===== config.mk =====
export PLATFORM = sky130hd
export DESIGN_NAME = serial_unshifter_flat
export DESIGN_NICKNAME = d
export VERILOG_FILES = /design/src/rtl/serial_unshifter_if.sv /design/src/rtl/serial_unshifter.sv /design/src/flat_wrapper.sv
export SDC_FILE = /design/constraint.sdc
export NUM_CORES = 1
export LEC_CHECK = 0
export ABC_AREA = 1
export CORE_ASPECT_RATIO = 0.6
export CORE_MARGIN = 5
export CORE_UTILIZATION = 42
export DETAILED_ROUTE_END_ITERATION = 7
export PLACE_DENSITY = 0.64
export SYNTH_ARGS = -nofsm -noshare
export SYNTH_HDL_FRONTEND = slang
export SYNTH_SLANG_ARGS = --single-unit

===== constraint.sdc =====
create_clock -name clk -period 1.9 [get_ports clk]
set_input_delay 0.475 -clock clk [delete_from_list [all_inputs] [get_ports clk]]
set_output_delay 0.475 -clock clk [all_outputs]
set_load 0.1 [all_outputs]

===== src/rtl/serial_unshifter_if.sv =====
// Handshake and data bundle for the serial unshifter.
// master drives requests; slave (the unshifter) returns status and result.
interface serial_unshifter_if #(
  parameter int WIDTH   = 16,
  parameter int SHAMT_W = 4
);
  logic               start;
  logic [WIDTH-1:0]   Shift_In;
  logic [SHAMT_W-1:0] Shift_Val;
  logic [1:0]         Mode;
  logic               busy;
  logic               done;
  logic [WIDTH-1:0]   Shift_Out;
  logic               Zero;

  modport master (
    output start, Shift_In, Shift_Val, Mode,
    input  busy, done, Shift_Out, Zero
  );

  modport slave (
    input  start, Shift_In, Shift_Val, Mode,
    output busy, done, Shift_Out, Zero
  );
endinterface


===== src/rtl/serial_unshifter.sv =====
// One-bit-per-cycle reverse shifter: SRL, SLL and ROL undo the
// combinational SLL, SRA (non-sign bits) and ROR respectively.
// Start/busy/done handshake; result held until the next accepted start.
module serial_unshifter #(
  parameter int WIDTH   = 16,
  parameter int SHAMT_W = 4
) (
  input  logic               clk,
  input  logic               rst_n,
  serial_unshifter_if.slave  bus
);
  localparam logic [1:0] M_SRL = 2'b00;
  localparam logic [1:0] M_SLL = 2'b01;
  localparam logic [1:0] M_ROL = 2'b10;
  localparam logic [1:0] M_ILL = 2'b11;

  typedef enum logic [1:0] {IDLE, SHIFT, DONE} state_t;

  state_t             state, state_d;
  logic [WIDTH-1:0]   work;
  logic [WIDTH-1:0]   step;
  logic [SHAMT_W-1:0] count;
  logic [1:0]         mode;
  logic               accept;
  logic               direct;
  logic               last;

  assign accept = (state == IDLE) && bus.start;
  // Zero shift or an illegal mode skips SHIFT and goes straight to DONE.
  assign direct = (bus.Shift_Val == '0) || (bus.Mode == M_ILL);
  assign last   = (count == SHAMT_W'(1));

  assign bus.busy = (state != IDLE);
  assign bus.done = (state == DONE);

  // Single 1-bit step of the working register for the latched mode.
  always_comb begin
    step = work;
    case (mode)
      M_SRL:   step = {1'b0, work[WIDTH-1:1]};
      M_SLL:   step = {work[WIDTH-2:0], 1'b0};
      M_ROL:   step = {work[WIDTH-2:0], work[WIDTH-1]};
      default: step = work;
    endcase
  end

  // Next-state logic.
  always_comb begin
    state_d = state;
    case (state)
      IDLE:    if (bus.start) state_d = direct ? DONE : SHIFT;
      SHIFT:   if (last)      state_d = DONE;
      DONE:    state_d = IDLE;
      default: state_d = IDLE;
    endcase
  end

  // State register; reset aborts any in-flight operation.
  always_ff @(posedge clk) begin
    if (!rst_n) state <= IDLE;
    else        state <= state_d;
  end

  // Working datapath and result capture; the result registers only move
  // on the edge that enters DONE, so intermediate values never show.
  always_ff @(posedge clk) begin
    if (!rst_n) begin
      work          <= '0;
      count         <= '0;
      mode          <= M_SRL;
      bus.Shift_Out <= '0;
      bus.Zero      <= 1'b1;
    end else begin
      case (state)
        IDLE: if (accept) begin
          work  <= bus.Shift_In;
          count <= bus.Shift_Val;
          mode  <= bus.Mode;
          if (direct) begin
            bus.Shift_Out <= (bus.Mode == M_ILL) ? '0 : bus.Shift_In;
            bus.Zero      <= (bus.Mode == M_ILL) || (bus.Shift_In == '0);
          end
        end
        SHIFT: begin
          work  <= step;
          count <= count - SHAMT_W'(1);
          if (last) begin
            bus.Shift_Out <= step;
            bus.Zero      <= (step == '0);
          end
        end
        default: ;
      endcase
    end
  end
endmodule

===== src/flat_wrapper.sv =====
// flat-port wrapper written by rule: the top's interface ports become plain ports
module serial_unshifter_flat 
#(
  parameter int WIDTH   = 16,
  parameter int SHAMT_W = 4
)
  (clk, rst_n, bus_start, bus_Shift_In, bus_Shift_Val, bus_Mode, bus_busy, bus_done, bus_Shift_Out, bus_Zero);
  serial_unshifter_if #(.WIDTH(WIDTH), .SHAMT_W(SHAMT_W)) bus_i ();
  input  logic clk;
  input  logic rst_n;
  input wire logic [$bits(bus_i.start)-1:0] bus_start;
  input wire logic [$bits(bus_i.Shift_In)-1:0] bus_Shift_In;
  input wire logic [$bits(bus_i.Shift_Val)-1:0] bus_Shift_Val;
  input wire logic [$bits(bus_i.Mode)-1:0] bus_Mode;
  output wire logic [$bits(bus_i.busy)-1:0] bus_busy;
  output wire logic [$bits(bus_i.done)-1:0] bus_done;
  output wire logic [$bits(bus_i.Shift_Out)-1:0] bus_Shift_Out;
  output wire logic [$bits(bus_i.Zero)-1:0] bus_Zero;
  assign bus_i.start = bus_start;
  assign bus_i.Shift_In = bus_Shift_In;
  assign bus_i.Shift_Val = bus_Shift_Val;
  assign bus_i.Mode = bus_Mode;
  assign bus_busy = bus_i.busy;
  assign bus_done = bus_i.done;
  assign bus_Shift_Out = bus_i.Shift_Out;
  assign bus_Zero = bus_i.Zero;
  serial_unshifter #(.WIDTH(WIDTH), .SHAMT_W(SHAMT_W)) u_core (.clk(clk), .rst_n(rst_n), .bus(bus_i));
endmodule

==> results of run 1 <==
## cells by family after synthesis
logic type	after synthesis	synth area share
adders and majority gates	2	0.01018
DFF	41	0.3340
AOI/OAI and AO/OA	95	0.2138
and+or+nand+nor	186	0.3233
buffers and inverters	60	0.1186
## cell usage after synthesis, types with 2 or more instances
library cell | n | area share
buf_6 | 6 | 0.027
inv_2 | 7 | 0.011
inv_1 | 28 | 0.043
dfxtp_1 | 41 | 0.33
nand3_1 | 53 | 0.11
a21oi_1 | 16 | 0.033
buf_2 | 11 | 0.022
nor2_1 | 46 | 0.070
o21ai_0 | 50 | 0.10
clkbuf_1 | 5 | 0.0076
buf_4 | 2 | 0.0061
o21bai_1 | 2 | 0.0061
ha_1 | 2 | 0.010
nor2_2 | 2 | 0.0051
o21ai_1 | 5 | 0.010
nand4_1 | 2 | 0.0051
nand2_1 | 78 | 0.12
o211ai_1 | 2 | 0.0061
a31oi_1 | 15 | 0.038
nand2_2 | 2 | 0.0051
## power breakdown
group / total [mW] / switching, mW / leakage (nW) / internal, mW
clock network: 0.582 / 0.293 / 0.0443 / 0.289
registers: 1.16 / 0.162 / 0.339 / 1.00
logic: 1.61 / 1.03 / 1.10 / 0.581
## stage by stage
step | area (sq um) | instances | hold slack (ns) | setup TNS (ns)
after floorplan | 2460 | 384 | 0.4442 | 0
after global placement | 3221 | 507 | 0.4538 | 0
after detailed placement | 3221 | 507 | 0.4581 | -0.03959
after CTS | 3307 | 514 | 0.4695 | 0
after global routing | 3309 | 514 | 0.4988 | 0
final | 3309 | 514 | 0.4741 | 0
## layer usage
layer | wire, um | share of wire | vias up | global-route usage
li1 | - | - | 1376 | -
met1 | 4073 | 0.52 | 1231 | 0.3618
met2 | 2855 | 0.36 | 138 | 0.2533
met3 | 919 | 0.12 | 4 | 0.06605
met4 | 44 | 0.0056 | 0 | 0.03501
met5 | 0 | 0 | - | 0
## final cells by class
| cell class | count | area (sq um) | share of cell area |
|---|---|---|---|
| Multi-Input combinational cell | 283 | 1348 | 0.4072 |
| Clock buffer | 7 | 86.33 | 0.02609 |
| Tap cell | 80 | 100.1 | 0.03025 |
| Timing Repair Buffer | 68 | 820.8 | 0.2480 |
| Sequential cell | 41 | 823.3 | 0.2488 |
| Inverter | 35 | 131.4 | 0.03970 |
## cells in the final DEF, fill, tap and decap left out, types with 2 or more instances in the layout
cell	n
a21oi_1	16
a31oi_1	15
buf_12	20
buf_4	24
clkbuf_8	6
clkdlybuf4s50_1	24
dfxtp_1	39
dfxtp_2	2
ha_1	2
inv_1	28
inv_2	7
nand2_1	78
nand2_2	2
nand3_1	53
nand4_1	2
nor2_1	45
nor2_2	3
o211ai_1	2
o21ai_0	50
o21ai_1	5
o21bai_1	2
## worst reg2reg max path, stage by stage (launching register included)
cell	delay (ns)
dfxtp_1	0.40
inv_2	0.07
nor2_2	0.19
inv_2	0.17
nand2_2	0.11
nand3_2	0.09
inv_2	0.14
buf_4	0.20
o21ai_0	0.10
a31oi_1	0.17
## worst max path at each step
stage	to
final	u_core.bus.Shift_Out[7]
after global routing	u_core.bus.Zero
after CTS	u_core.bus.Zero
after detailed placement	u_core.bus.Shift_Out[4]
after global placement	u_core.count[1]
after floorplan	bus_done
## registers in the layout, indices dropped and copies added (netlist names)
| signal | count |
|---|---|
| u_core.bus.Zero | 1 |
| u_core.state | 2 |
| u_core.work | 16 |
| u_core.mode | 2 |
| u_core.bus.Shift_Out | 16 |
| u_core.count | 4 |
## timing repair
item,CTS,global route
setup endpoints to repair,0,1
gates resized for setup,0,2
endpoints found under the hold margin,0,0
==> out/qor.csv, run 1 <==
metric,value,unit
status,completed,
clk buf depth,2,
final period utilization,0.8982,
CP startpoint,u_core.state[0],
level count of the clock H-tree,2,
# rows,21,
Buf/Inv on CP,4,
Die Wd,108.8,um
largest net degree at the start of global routing,27,
Core Region,0.005623,sq mm
"Cell Area, Synth",0.002457,sq mm
Worst Setup End Kind,flip-flop,
GPL Wtd Cong,0.8784,
Die Y,69.25,um
critical path type,flip-flop to flip-flop,
DRC marker count from the first detailed-route iteration,222,
Synth-to-Final Area Change,34.67,%
clock slew at reported path FFs,0.08,ns
maxcap violations,0,
hold path cells,2,
Worst Hold Path EP,u_core.count[3],
RSZ-0062 raised after global routing,no,
R2R cell count,9,
cell depth of the worst setup path,9,
VDD IR max,0.6658,mV
Routed Antenna Nets,0,
clk sink count,41,
post-synth net total,411,
Final Core Density,0.5886,
Total Power,3.355,mW
total number of vias,2749,
clk_skew,0.008440,ns
Nets,461,
Post-Syn Instances,384,
vias per cell,5.348,
achievable clock frequency,586.0,MHz
Final setup viols,0,
reg2reg end,u_core.bus.Shift_Out[7],
fin crit period,1.707,ns
"Cell Chain, Critical Path","inv_2, nor2_2, inv_2, nand2_2, nand3_2, inv_2, buf_4, o21ai_0, a31oi_1",
per-cell routed wire length,15.36,um
Hold Path Class,flip-flop to flip-flop,
CTS tree,done,
"slowest stage cell, crit path",dfxtp_1,
hold_sp,u_core.count[3],
first-pass GRT wire length,12.83,mm
clk_lat worst skew,0.29,ns
post-synthesis register bit count,41,
Final WS setup,0.1934,ns
pre-CTS setup slack,-0.01111,ns
residual DRC count,0,
CTS Root Cell,clkbuf_8,
Pleak,1.481,nW
critical path data arrival time,1.92,ns
Inserted Diodes,0,
DRT Pass-1 Iters,5,
worst r2r src,u_core.state[0],
CTS Buf Count,5,
gr usage total,0.2141,
post-DP HPWL,5.975,mm
grt ovf,0,
CP top delay family,buffers and inverters,
crit-path max FO,15,
setup bufs post-CTS,0,
"Top FF cell, synth",dfxtp_1,
Starting Density,0.4370,
sequential fraction of the synthesis area,0.3340,
number of global-route vias before repair,2472,
initial antenna violation count,0,
Pwr per Cell Area,1014,mW/mm^2
Crit path largest cell delay,0.40,ns
CP dominant cell by count,inv_2,
syn avg cell area,6.399,sq um
Synth warnings,0,
CTS Hold Bufs,0,
Port-buffer cells,43,
Slew Limit Headroom,0.6408,
DIE AREA,0.007531,sq mm
Least-Margin Pin Slew,0.5383,ns
Synth async-reset ratio,0,
final hold vios,0,
post-synth cell types,29,
routed wire length,7.893,mm
fillers,532,
"Req. time, crit path",2.11,ns
FF-to-FF setup slack,0.19,ns
I/O pins,44,
"EDFF count, synth",0,
critical path launch point type,flip-flop,
share of layout cells above drive strength 1,0.1544,
"Slew Viols, Final",0,
(Power assumes the default switching activity.)
==> run 2, diff against run 1 <==
- clock period: 1.9 -> 1.84 ns (I/O delays scaled with it)
==> run 2 against run 1 <==
Compared with the run above:
- power grew 13%
- utilization grew 2.1 points
- sequential share of layout area shrank 0.87 points
- register-to-register slack lost 0.096 ns
- sequential cell count is the same
- die area is the same
- clock power grew 50%
- combinational power grew 6%
- critical path depth is the same
- largest cell class unchanged
- largest power group unchanged
==> out/qor.csv, run 2 (synthesis gave the netlist of run 1 again) <==
metric,value,unit,change
Critical Path End,u_core.bus.Zero,,
cell depth of the worst setup path,9,,unchanged
maxcap violations,0,,unchanged
worst r2r src,u_core.mode[0],,
Synth-to-Final Area Change,39.56,%,
first-pass GRT wire length,13.22,mm,+3.0%
R2R cell count,9,,unchanged
final period utilization,0.9471,,+0.04893
GR peak layer,met1,,
hold_ws,0.4776,ns,+0.003441 ns
CTS Hold Bufs,0,,unchanged
Die Y,69.25,um,unchanged
Fin Setup TNS,0,ns,unchanged
grt ovf,0,,unchanged
"Cell Chain, Critical Path","nor2_4, nor2_1, nand2_1, nand3_1, nor2_1, nand3_1, o21bai_1, nand2_1, nand2_1",,
GPL Wtd Cong,0.8720,,-0.73%
CTS Buf Count,5,,unchanged
Worst Setup End Kind,flip-flop,,
Hold Path Class,flip-flop to flip-flop,,
clk_skew,0.004603,ns,-0.003837 ns
initial antenna violation count,0,,unchanged
Die Wd,108.8,um,unchanged
clk sink count,41,,unchanged
share of layout cells above drive strength 1,0.1757,,+0.02130
CTS tree,done,,
RSZ-0062 raised after global routing,no,,
DIE AREA,0.007531,sq mm,unchanged
largest net degree at the start of global routing,27,,unchanged
pre-CTS setup slack,-0.05952,ns,-0.04841 ns
Starting Density,0.4370,,unchanged
Crit path largest cell delay,0.37,ns,-0.03 ns
clk_lat worst skew,0.30,ns,about the same
grt met3 use,0.05488,,-0.01116
clk buf depth,2,,unchanged
achievable clock frequency,573.8,MHz,-2.1%
power share of the clock group,0.231,,+0.058
CP startpoint,u_core.mode[0],,
"slowest stage cell, crit path",dfxtp_2,,
Inserted Diodes,0,,unchanged
DRT Pass-1 Iters,5,,unchanged
Pwr per Cell Area,1101,mW/mm^2,+8.6%
biggest regs,"u_core.bus.Shift_Out (16), u_core.work (16), u_core.count (4)",,
critical path type,flip-flop to flip-flop,,
switching share of power,0.4189,,-0.02385
Switch Pwr,1.582,mW,+6.5%
routed wire length,8.125,mm,+2.9%
total number of vias,2854,,+3.8%
Final setup viols,0,,unchanged
grt met2 use,0.2683,,+0.01506
critical path data arrival time,1.99,ns,+0.07 ns
Total Power,3.776,mW,+13%
per-cell routed wire length,15.51,um,+0.97%
critical path launch point type,flip-flop,,
Least-Margin Pin Slew,0.5227,ns,-0.01554 ns
final hold vios,0,,unchanged
CTS Root Cell,clkbuf_8,,
"most common cell after layout, fill and taps aside",nand2_1,,
gr usage total,0.2233,,+0.009194
fin crit period,1.743,ns,+0.03615 ns
I/O pins,44,,unchanged
CP top delay family,simple AND/OR/NAND/NOR gates,,
FF-to-FF setup slack,0.1,ns,-0.10 ns
Internal,2.194,mW,+17%
Pleak,1.547,nW,+4.5%
Buf/Inv on CP,0,,-4
number of global-route vias before repair,2507,,+1.4%
"Req. time, crit path",2.09,ns,-0.02 ns
Nets,470,,+2.0%
CP dominant cell by count,nand2_1,,
VDD IR max,0.7651,mV,+15%
DRC marker count from the first detailed-route iteration,295,,+33%
clock slew at reported path FFs,0.08,ns,about the same
status,completed,,
placement-stage cell area,0.003288,sq mm,+2.1%
crit-path max FO,11,,-4
post-DP HPWL,6.092,mm,+2.0%
setup bufs post-CTS,0,,unchanged
Slew Limit Headroom,0.6511,,+0.01037
sequential cell fraction of total power,0.318,,-0.028
met1 usage,0.3719,,+0.01017
final instance area,0.003430,sq mm,+3.6%
# rows,21,,unchanged
reg2reg end,u_core.bus.Zero,,
Routed Antenna Nets,0,,unchanged
Port-buffer cells,43,,unchanged
vias per cell,5.447,,+1.8%
level count of the clock H-tree,2,,unchanged
residual DRC count,0,,unchanged
Logic pwr share,0.450,,-0.030
Core Region,0.005623,sq mm,unchanged
"Slew Viols, Final",0,,unchanged
"commonest non-fill, non-tap cells in the layout","78 x nand2_1, 53 x nand3_1, 50 x o21ai_0",,
Final WS setup,0.09728,ns,-0.09615 ns
[run 2: changes by cell type in the layout (fill, tap and decap cells not counted), sizes merged]
| cell | delta |
|---|---|
| bufinv | +2 |
| clkinv | +1 |
| clkbuf | -2 |
| buf | +9 |
[run 2: power groups by stage]
stage                     sequential (mW)  clock (mW)  combinational, mW
after floorplan                      1.58           0              0.677
after global placement               1.21           0               1.67
after detailed placement             1.21           0               1.68
after CTS                            1.19       0.885               1.69
after global routing                 1.22       0.924               1.82
final                                1.20       0.874               1.70
[run 2: worst min path at each step]
stage | startpoint | endpoint | slack, ns | cells past startpoint
CTS | u_core.count[3] | u_core.count[3] | 0.47 | 2
global route | u_core.count[3] | u_core.count[3] | 0.49 | 2
floorplan | u_core.count[3] | u_core.count[3] | 0.44 | 2
finish | u_core.count[3] | u_core.count[3] | 0.48 | 2
detailed placement | u_core.count[3] | u_core.count[3] | 0.46 | 2
global placement | u_core.count[3] | u_core.count[3] | 0.45 | 2
[run 2: cell type report]
| class | instances | area, sq um |
|---|---|---|
| fill | 539 | 2193 |
| multi-input combinational | 283 | 1353 |
| timing repair buffer | 77 | 888.4 |
| sequential | 41 | 823.3 |
| inverter | 35 | 131.4 |
| tap | 80 | 100.1 |
| clock buffer | 5 | 68.82 |
| clock inverter | 3 | 65.06 |
[run 2: worst reg2reg max path, cell delays in order, from the launching register on]
cell	delay, ns
dfxtp_2	0.37
nor2_4	0.27
nor2_1	0.18
nand2_1	0.10
nand3_1	0.10
nor2_1	0.15
nand3_1	0.12
o21bai_1	0.22
nand2_1	0.10
nand2_1	0.07
[run 2: stage by stage]
stage | utilization | cells
2_1_floorplan | - | 384
3_3_place_gp | 0.5848 | 516
3_5_place_dp | 0.5848 | 516
4_1_cts | 0.6086 | 524
5_1_grt | 0.6099 | 524
6_report | 0.6099 | 524
[run 2: routing by layer]
metal  vias to the layer above  share of wire
met5                         -              0
met4                         0         0.0084
met3                         8           0.11
met2                       161           0.36
met1                      1283           0.51
li1                       1402              -
[run 2: repair_timing]
item,4_1_cts,5_1_grt
endpoints found under the hold margin,0,0
resized for setup,0,3
endpoints found under the setup margin,0,4
==> run 3, diff against run 2 <==
- CORE_ASPECT_RATIO: 0.6 -> 0.75
- PLACE_DENSITY: 0.64 -> 0.66
==> run 3 against run 2 <==
Compared with the run above:
- utilization is 2.0 points lower
- fmax is 4.6% higher
- cell count is 1.1% lower
- count of clock-buffer cells in the layout is 2 higher
- clock skew is 0.0043 ns higher
- sequential power hardly changed
- non-clock buffer count is 5 lower
- clock power is 25% lower
- sequential share of layout area is 0.33 points higher
- global-route usage is 2.3 points lower
- worst setup slack better by 0.077 ns
==> out/qor.csv, run 3 (synthesis gave the netlist of run 1 again) <==
metric,value,unit,change
DIE AREA,0.007497,sq mm,-0.45%
residual DRC count,0,,unchanged
Least-Margin Pin Slew,0.4765,ns,-0.04626 ns
Inserted Diodes,0,,unchanged
Final WS setup,0.1742,ns,+0.07696 ns
achievable clock frequency,600.3,MHz,+4.6%
FF-to-FF setup slack,0.17,ns,+0.08 ns
CTS Buf Count,5,,unchanged
status,completed,,
critical path type,flip-flop to flip-flop,,
post-DP HPWL,5.502,mm,-9.7%
fin crit period,1.666,ns,-0.07696 ns
area of the multi-input gates,0.001354,sq mm,about the same
"most common cell after layout, fill and taps aside",nand2_1,,
reg2reg end,u_core.work[15],,
critical path launch point type,flip-flop,,
clk buf depth,2,,unchanged
number of global-route vias before repair,2468,,-1.6%
final period utilization,0.9053,,-0.04183
Pleak,1.516,nW,-2.0%
Port-buffer cells,43,,unchanged
VDD IR max,0.6462,mV,-16%
clock slew at reported path FFs,0.08,ns,about the same
Starting Density,0.4284,,-0.008580
worst r2r src,u_core.mode[0],,
M1 WL,3.791,mm,-9.1%
Nets,466,,-0.85%
Die Wd,98.33,um,-9.6%
total number of vias,2796,,-2.0%
fillers,533,,-1.1%
CP startpoint,u_core.mode[0],,
final hold vios,0,,unchanged
Die Y,76.25,um,+10%
Pwr per Cell Area,1045,mW/mm^2,-5.1%
biggest regs,"u_core.bus.Shift_Out (16), u_core.work (16), u_core.count (4)",,
Crit path largest cell delay,0.44,ns,+0.07 ns
CTS Hold Bufs,0,,unchanged
Critical Path End,u_core.work[15],,
DRT Pass-1 Iters,6,,+1
R2R cell count,7,,-2
Total Power,3.536,mW,-6.4%
Core Region,0.005736,sq mm,+2.0%
cell depth of the worst setup path,7,,-2
routed wire length,7.615,mm,-6.3%
Slew Limit Headroom,0.6790,,+0.02786
metal2 WL,2.972,mm,+0.44%
Hold Path Class,flip-flop to flip-flop,,
first-pass GRT wire length,12.21,mm,-7.6%
CP dominant cell by count,o21ai_0,,
# rows,24,,+14%
Storage cell area,823.3,sq um,unchanged
initial antenna violation count,0,,unchanged
clk_skew,0.008857,ns,+0.004254 ns
vias per cell,5.398,,-0.90%
share of layout cells above drive strength 1,0.1682,,-0.007494
Worst Setup End Kind,flip-flop,,
clk_lat worst skew,0.31,ns,about the same
CP top delay family,compound AO/OA/AOI/OAI gates,,
"Cell Chain, Critical Path","inv_2, nand3_1, nand2_1, o21ai_0, o21ai_0, o21ai_0, inv_1",,
GPL Wtd Cong,0.8067,,-7.5%
Buf/Inv on CP,2,,+2
I/O pins,44,,unchanged
largest net degree at the start of global routing,34,,+26%
"Req. time, crit path",2.05,ns,-0.04 ns
per-cell routed wire length,14.70,um,-5.2%
pre-CTS setup slack,-0.04536,ns,+0.01416 ns
level count of the clock H-tree,2,,unchanged
"Slew Viols, Final",0,,unchanged
RSZ-0062 raised after global routing,no,,
CTS Root Cell,clkbuf_8,,
Routed Antenna Nets,0,,unchanged
gr usage total,0.2003,,-0.02299
top layer in use,met4,,
grt ovf,0,,unchanged
crit-path max FO,12,,+1
critical path data arrival time,1.87,ns,-0.12 ns
"slowest stage cell, crit path",dfxtp_2,,
maxcap violations,0,,unchanged
Final setup viols,0,,unchanged
clk sink count,41,,unchanged
metal3 WL,781,um,-16%
CTS tree,done,,
"commonest non-fill, non-tap cells in the layout","78 x nand2_1, 53 x nand3_1, 50 x o21ai_0",,
DRC marker count from the first detailed-route iteration,284,,-3.7%
Synth-to-Final Area Change,37.68,%,
-- run 3: cell types whose count changed in the layout (fill, tap and decap cells not counted), sizes merged --
cell / change
buf: -5
bufinv: -2
clkbuf: +2
nor2: +1
-- run 3: tightest hold or removal path, stage by stage, from the launching register on --
cell	delay [ns]
dfxtp_1	0.31
nand2_1	0.06
a21oi_1	0.05
-- run 3: worst min-delay path by stage --
stage	startpoint	to	slack (ns)	depth (start not counted)
finish	u_core.count[3]	u_core.count[3]	0.47	2
global route	u_core.count[3]	u_core.count[3]	0.48	2
CTS	u_core.count[3]	u_core.count[3]	0.47	2
detailed placement	u_core.count[3]	u_core.count[3]	0.46	2
global placement	u_core.count[3]	u_core.count[3]	0.45	2
floorplan	u_core.count[3]	u_core.count[3]	0.44	2
-- run 3: what timing repair did --
action                     4_1_cts  5_1_grt
hold endpoints to repair         0        0
buffers inserted                 0        3
setup endpoints to repair        0        3
gates resized for setup          0        2
-- run 3: per-stage QoR --
step	utilization	area (sq um)	std cells	hold WS (ns)	setup TNS [ns]
after floorplan	-	2460	384	0.4442	0
after global placement	0.5668	3251	506	0.4528	0
after detailed placement	0.5668	3251	506	0.4574	-0.07811
after CTS	0.5844	3352	514	0.4693	0
after global routing	0.5899	3383	518	0.4798	0
final	0.5899	3383	518	0.4672	0
-- run 3: area by class of cell --
| cell class | instances | area share |
|---|---|---|
| well taps | 78 | 0.02885 |
| inverters | 35 | 0.03883 |
| clock buffers | 7 | 0.02848 |
| flip-flops and latches | 41 | 0.2433 |
| clock inverters | 1 | 0.001479 |
| multi-input cells | 284 | 0.4001 |
| repair buffers | 72 | 0.2589 |
-- run 3: power by group --
group / internal [mW] / switching (mW) / leakage (nW) / total, mW
Sequential: 1.03 / 0.167 / 0.339 / 1.20
Clock: 0.339 / 0.320 / 0.0542 / 0.659
Combinational: 0.621 / 1.06 / 1.12 / 1.68
-- run 3: layer usage --
metal,vias up,global-route usage
li1,1396,-
met1,1247,0.3094
met2,143,0.2686
met3,10,0.06038
met4,0,0.04229
met5,-,0
